File: src/rtl/stream_down_converter_32to8_if.sv
// ---------------------------------------------------------------------------
// stream_down_converter_32to8_if
// Valid/ready packet stream bundle used on both sides of the 32->8 down
// converter. The same bundle carries the 32-bit word stream (DW=32) and the
// 8-bit byte stream (DW=8).
//
// Signals:
//   valid    producer has a beat
//   ready    consumer accepts the beat (transfer on valid & ready)
//   first    beat is the first of a packet
//   last     beat is the last of a packet
//   data     payload, byte lane 0 in [7:0]
//   last_be  one-hot marker of the final valid byte lane on a last beat
//   error    per-lane error flags
// Modports: master drives the beat, slave drives ready.
// ---------------------------------------------------------------------------
interface stream_down_converter_32to8_if #(
    parameter int DW = 32
);
    localparam int NB = DW / 8;

    logic          valid;
    logic          ready;
    logic          first;
    logic          last;
    logic [DW-1:0] data;
    logic [NB-1:0] last_be;
    logic [NB-1:0] error;

    modport master (
        output valid, first, last, data, last_be, error,
        input  ready
    );

    modport slave (
        input  valid, first, last, data, last_be, error,
        output ready
    );
endinterface

File: src/rtl/stream_down_converter_32to8.sv
// ---------------------------------------------------------------------------
// stream_down_converter_32to8
// Serialises a 32-bit packet stream (from the TX anti-underflow buffer) into
// bytes for the 8-bit MAC/PHY TX path, lane 0 first. On a last word only the
// lanes up to the lowest set bit of last_be are emitted; per-lane error flags
// follow their bytes. One byte per cycle with no bubble between words.
//
// Ports:
//   sys_clk  system clock, rising edge
//   sys_rst  synchronous reset, active low
//   sink     32-bit word stream in  (slave side,  DW = SINK_DW)
//   source   8-bit byte stream out  (master side, DW = 8)
// ---------------------------------------------------------------------------
module stream_down_converter_32to8 #(
    parameter int SINK_DW = 32
) (
    input  logic                           sys_clk,
    input  logic                           sys_rst,
    stream_down_converter_32to8_if.slave   sink,
    stream_down_converter_32to8_if.master  source
);
    localparam int N_BYTES = SINK_DW / 8;
    localparam int IW      = $clog2(N_BYTES);
    localparam logic [IW-1:0] LAST_LANE = IW'(N_BYTES - 1);

    logic               wvalid;
    logic [IW-1:0]      idx;
    logic [IW-1:0]      end_lane;
    logic               first_r;
    logic               last_r;
    logic [SINK_DW-1:0] data_r;
    logic [N_BYTES-1:0] error_r;

    logic [IW-1:0]      sink_end_lane;
    logic               final_beat;
    logic               sink_accept;
    logic               byte_accept;

    // Final lane of the incoming word. Scanning from the top down lets the
    // lowest set bit of last_be win; an empty last_be keeps the whole word.
    always_comb begin
        sink_end_lane = LAST_LANE;
        if (sink.last) begin
            for (int i = N_BYTES - 1; i >= 0; i--) begin
                if (sink.last_be[i]) begin
                    sink_end_lane = IW'(i);
                end
            end
        end
    end

    assign final_beat  = (idx == end_lane);
    // Held low during reset so no word is taken while the datapath clears.
    assign sink.ready  = sys_rst & (~wvalid | (source.ready & final_beat));
    assign sink_accept = sink.valid & sink.ready;
    assign byte_accept = wvalid & source.ready;

    assign source.valid   = wvalid;
    assign source.data    = data_r[{idx, 3'b000} +: 8];
    assign source.error   = error_r[idx];
    assign source.first   = first_r & (idx == '0);
    assign source.last    = last_r & final_beat;
    assign source.last_be = source.last;

    always_ff @(posedge sys_clk) begin
        if (!sys_rst) begin
            wvalid   <= 1'b0;
            idx      <= '0;
            end_lane <= '0;
            first_r  <= 1'b0;
            last_r   <= 1'b0;
            data_r   <= '0;
            error_r  <= '0;
        end else if (sink_accept) begin
            // Also covers the final byte leaving on this same edge, which is
            // what chains words without a gap.
            wvalid   <= 1'b1;
            idx      <= '0;
            end_lane <= sink_end_lane;
            first_r  <= sink.first;
            last_r   <= sink.last;
            data_r   <= sink.data;
            error_r  <= sink.error;
        end else if (byte_accept) begin
            if (final_beat) begin
                wvalid <= 1'b0;
                idx    <= '0;
            end else begin
                idx <= idx + IW'(1);
            end
        end
    end
endmodule

File: src/flat_wrapper.sv
// flat-port wrapper written by rule: the top's interface ports become plain ports
module stream_down_converter_32to8_flat 
#(
    parameter int SINK_DW = 32
)
  (sys_clk, sys_rst, sink_valid, sink_first, sink_last, sink_data, sink_last_be, sink_error, sink_ready, source_valid, source_first, source_last, source_data, source_last_be, source_error, source_ready);
  stream_down_converter_32to8_if #(.DW(32)) sink_i ();
  stream_down_converter_32to8_if #(.DW(8)) source_i ();
  input  logic sys_clk;
  input  logic sys_rst;
  input wire logic [$bits(sink_i.valid)-1:0] sink_valid;
  input wire logic [$bits(sink_i.first)-1:0] sink_first;
  input wire logic [$bits(sink_i.last)-1:0] sink_last;
  input wire logic [$bits(sink_i.data)-1:0] sink_data;
  input wire logic [$bits(sink_i.last_be)-1:0] sink_last_be;
  input wire logic [$bits(sink_i.error)-1:0] sink_error;
  output wire logic [$bits(sink_i.ready)-1:0] sink_ready;
  output wire logic [$bits(source_i.valid)-1:0] source_valid;
  output wire logic [$bits(source_i.first)-1:0] source_first;
  output wire logic [$bits(source_i.last)-1:0] source_last;
  output wire logic [$bits(source_i.data)-1:0] source_data;
  output wire logic [$bits(source_i.last_be)-1:0] source_last_be;
  output wire logic [$bits(source_i.error)-1:0] source_error;
  input wire logic [$bits(source_i.ready)-1:0] source_ready;
  assign sink_i.valid = sink_valid;
  assign sink_i.first = sink_first;
  assign sink_i.last = sink_last;
  assign sink_i.data = sink_data;
  assign sink_i.last_be = sink_last_be;
  assign sink_i.error = sink_error;
  assign sink_ready = sink_i.ready;
  assign source_valid = source_i.valid;
  assign source_first = source_i.first;
  assign source_last = source_i.last;
  assign source_data = source_i.data;
  assign source_last_be = source_i.last_be;
  assign source_error = source_i.error;
  assign source_i.ready = source_ready;
  stream_down_converter_32to8 #(.SINK_DW(SINK_DW)) u_core (.sys_clk(sys_clk), .sys_rst(sys_rst), .sink(sink_i), .source(source_i));
endmodule
File: config.mk
export PLATFORM = sky130hd
export DESIGN_NAME = stream_down_converter_32to8_flat
export DESIGN_NICKNAME = d
export VERILOG_FILES = /design/src/rtl/stream_down_converter_32to8_if.sv /design/src/rtl/stream_down_converter_32to8.sv /design/src/flat_wrapper.sv
export SDC_FILE = /design/constraint.sdc
export NUM_CORES = 1
export LEC_CHECK = 0
export ABC_AREA = 1
export BUFFER_PORTS_ARGS = -buffer_cell sky130_fd_sc_hd__buf_4
export CORE_MARGIN = 10
export CORE_UTILIZATION = 50
export CTS_BUF_LIST = sky130_fd_sc_hd__clkbuf_2 sky130_fd_sc_hd__clkbuf_4 sky130_fd_sc_hd__clkbuf_8
export DETAILED_ROUTE_END_ITERATION = 7
export GPL_TIMING_DRIVEN = 0
export HOLD_SLACK_MARGIN = 0.05
export PLACE_DENSITY = 0.77
export SETUP_SLACK_MARGIN = 0.05
export SLEW_MARGIN = 20
export SYNTH_ARGS = -nofsm -noshare
export SYNTH_HDL_FRONTEND = slang
export SYNTH_SLANG_ARGS = --single-unit
File: constraint.sdc
create_clock -name sys_clk -period 1.4 [get_ports sys_clk]
set_input_delay 0.42 -clock sys_clk [delete_from_list [all_inputs] [get_ports sys_clk]]
set_output_delay 0.42 -clock sys_clk [all_outputs]
set_load 0.05 [all_outputs]
==> impl_results.md <==
* R2R Setup Slk at -210 ps
* Endpoint class of the critical path: output port
* Dominant synthesized flop cell: dfxtp_1
* Crit Path Max Fanout at 3
* I/O pins at 60
* CTS Buf Count at 5
* Top post-synthesis cells by area: dfxtp_1 42%, nand3_1 14%, nand3_2 10%
* Clk_skew at 4.32 ps
* Number of global-route vias before repair at 2411
* Final wirelength at 7590 um
* Distinct cells, synth at 23
* H-Tree Depth at 2
* Clock Latency Late Sink at 300 ps
* Vias/cell at 5.83
* Tot Pwr at 3.16 mW
* Leakage at 1.54 nW
* Vias post-DR at 2327
* Clock transition at path regs at 80 ps
* Fin crit period at 1830 ps
* Final worst setup slack at -425 ps
* FF+latch count, synth at 43
* Port Buffers at 57
* Sink of the worst hold path: u_core.data_r[22]
* Worst Reg-to-Reg Cells at 12
* Ratio of final minimum period to clock period at 130%
* Max Root-Sink Buffers at 2
* Fill cells at 223
* Post-synth EDFFs at 0
* Fin. Hold Viols at 0
* Post-synth top area cell: dfxtp_1
* Die ar. at 7100 um2
* Syn_area_per_cell at 7.77 um2
* Syn_nets at 313
* DRT antenna net count at 0
* Post-place setup slack at -384 ps
* DP HPWL at 4500 um
* Fmax at 548 MHz
* Startpoint Class: register
* Status: complete, but fails checks
* Worst path required time at 980 ps
* Pin count of the biggest net entering global routing at 13
* NumNets Final at 395
* Max-Cap Viols at 0
* Reg2reg start: u_core.idx[0]
* Reg2reg end: u_core.end_lane[0]
* Initial antenna violation count at 0
* Number of diodes at 0
* Core area at 4000 um2
* Synth top area share at 41.7%
* Register area share after synthesis at 41.7%
* DR iter-0 viols at 222
* Initial Util at 51.6%
* Endpoints failing setup at 56
* Synthesized instance count at 266
* Layout area overhead at 63.4%
* Gr ovfl total at 0
* Post-Syn Area at 2070 um2
* Hold path start: sink_data[22]
* Failing checks: setup timing
* WL/cell at 19.0 um
* Max Slew Vio Count at 0
* Count leader, synth: nand3_1
* CTS tree: built
* Gpl congestion at 0.849
* Ys Warns at 0
* Drt pass-1 iters at 4
* Post-synth ARST share at 0%
* Total GRT Usage at 19.9%
* Global-route wire length before repair at 11700 um
* Slew headroom at 67.0%
* WS Path Type: reg -> out
* Power per Cell Area at 937 nW/um2
* Die Width at 84.3 um
* RSZ-0062 raised after global routing: yes
* Hold crit path type: in -> reg
* Cell Rows at 23
* VDD IR max at 0.691 mV
* Die H at 84.3 um
* Num Clock Sinks at 43
* Synth top cells by count: 57 x nand3_1, 51 x nand2_1, 43 x dfxtp_1
* Worst Tran Pin Value at 495 ps
* Critical path arrival at 1410 ps
* DRC at 0
* Worst Hold Depth at 3
* Share of post-route cells with drive strength above 1 at 50.1%
* CTS Root Cell: clkbuf_8
## worst max-delay path, cell delays in order (launching register included)
cell	delay, ps
dfxtp_2	340
inv_2	90
nand2_2	60
nand2_2	90
nand3_2	110
a21oi_4	160
buf_6	130
buf_8	130
## state kept, by name, summed over array words and instances, names as in the netlist
| signal | flops |
|---|---|
| u_core.error_r | 4 |
| u_core.source.valid | 1 |
| u_core.last_r | 1 |
| u_core.first_r | 1 |
| u_core.end_lane | 2 |
| u_core.data_r | 32 |
| u_core.idx | 2 |
## per-stage QoR
step / TNS [ps] / area [um2] / instances / hold WS, ps / utilization, %
floorplan: -1300 / 2220 / 266 / 440 / -
global placement: -3760 / 2710 / 373 / 452 / 67.8
detailed placement: -3940 / 2710 / 373 / 456 / 67.8
CTS: -13220 / 3270 / 396 / 342 / 81.8
global route: -15160 / 3380 / 399 / 346 / 84.4
finish: -11680 / 3380 / 399 / 339 / 84.4
## power by group
group          total, mW  switching, mW  internal [mW]  leakage (nW)
clock              0.804          0.414          0.389        0.0491
sequential          1.41         0.0880           1.32         0.357
combinational      0.951          0.496          0.455          1.13
total               3.16          0.998           2.16          1.54
## worst max path at each step
stage	to	start	slack, ps	cells past startpoint
after floorplan	source_last_be	u_core.end_lane[1]	-150	4
after global placement	source_data[5]	u_core.idx[0]	-350	5
after detailed placement	source_error	u_core.idx[1]	-380	4
after CTS	sink_ready	u_core.idx[1]	-400	5
after global routing	sink_ready	u_core.idx[1]	-470	5
final	sink_ready	u_core.idx[0]	-430	7
## layout make-up
class	instances	area, um2	area share (%)
clock buffers	7	83.8	2.48
clock inverters	1	5.00	0.148
repair buffers	75	749	22.2
well taps	50	62.6	1.85
multi-input cells	191	1330	39.3
inverters	10	46.3	1.37
plain buffers	22	229	6.78
flip-flops and latches	43	872	25.8
## per-layer routing
layer / vias up / wire (um) / track usage (%)
met5: - / 0 / 0
met4: 0 / 294 / 8.22
met1: 1098 / 2800 / 22.5
li1: 1070 / - / -
met2: 125 / 3860 / 34.4
met3: 34 / 623 / 5.31
## cell usage in the layout, fill, tap and decap left out, drive strengths merged
master,n
clkbuf,13
a21oi,5
nand4,1
clkinvlp,1
inv,8
buf,89
xnor2,1
nand2,52
o22ai,9
ha,1
nand3,80
clkinv,2
bufbuf,2
nor2,24
dfxtp,43
o21ai,18
## kinds of logic after synthesis
logic type | synth area share (%)
AOI/OAI and AO/OA | 8.48
DFF | 41.7
and+or+nand+nor | 39.1
xor gates and xnor gates | 0.788
adders and majority gates | 0.606
buffers and inverters | 9.39
## what timing repair did
| item | 4_1_cts | 5_1_grt |
|---|---|---|
| hold buffers | 0 | 0 |
| cloned | 5 | 3 |
| endpoints found under the setup margin | 34 | 57 |
| gates resized for setup | 101 | 22 |
| buffers inserted | 10 | 4 |
| pin swaps | 8 | 3 |
(Power assumes the default switching activity.)
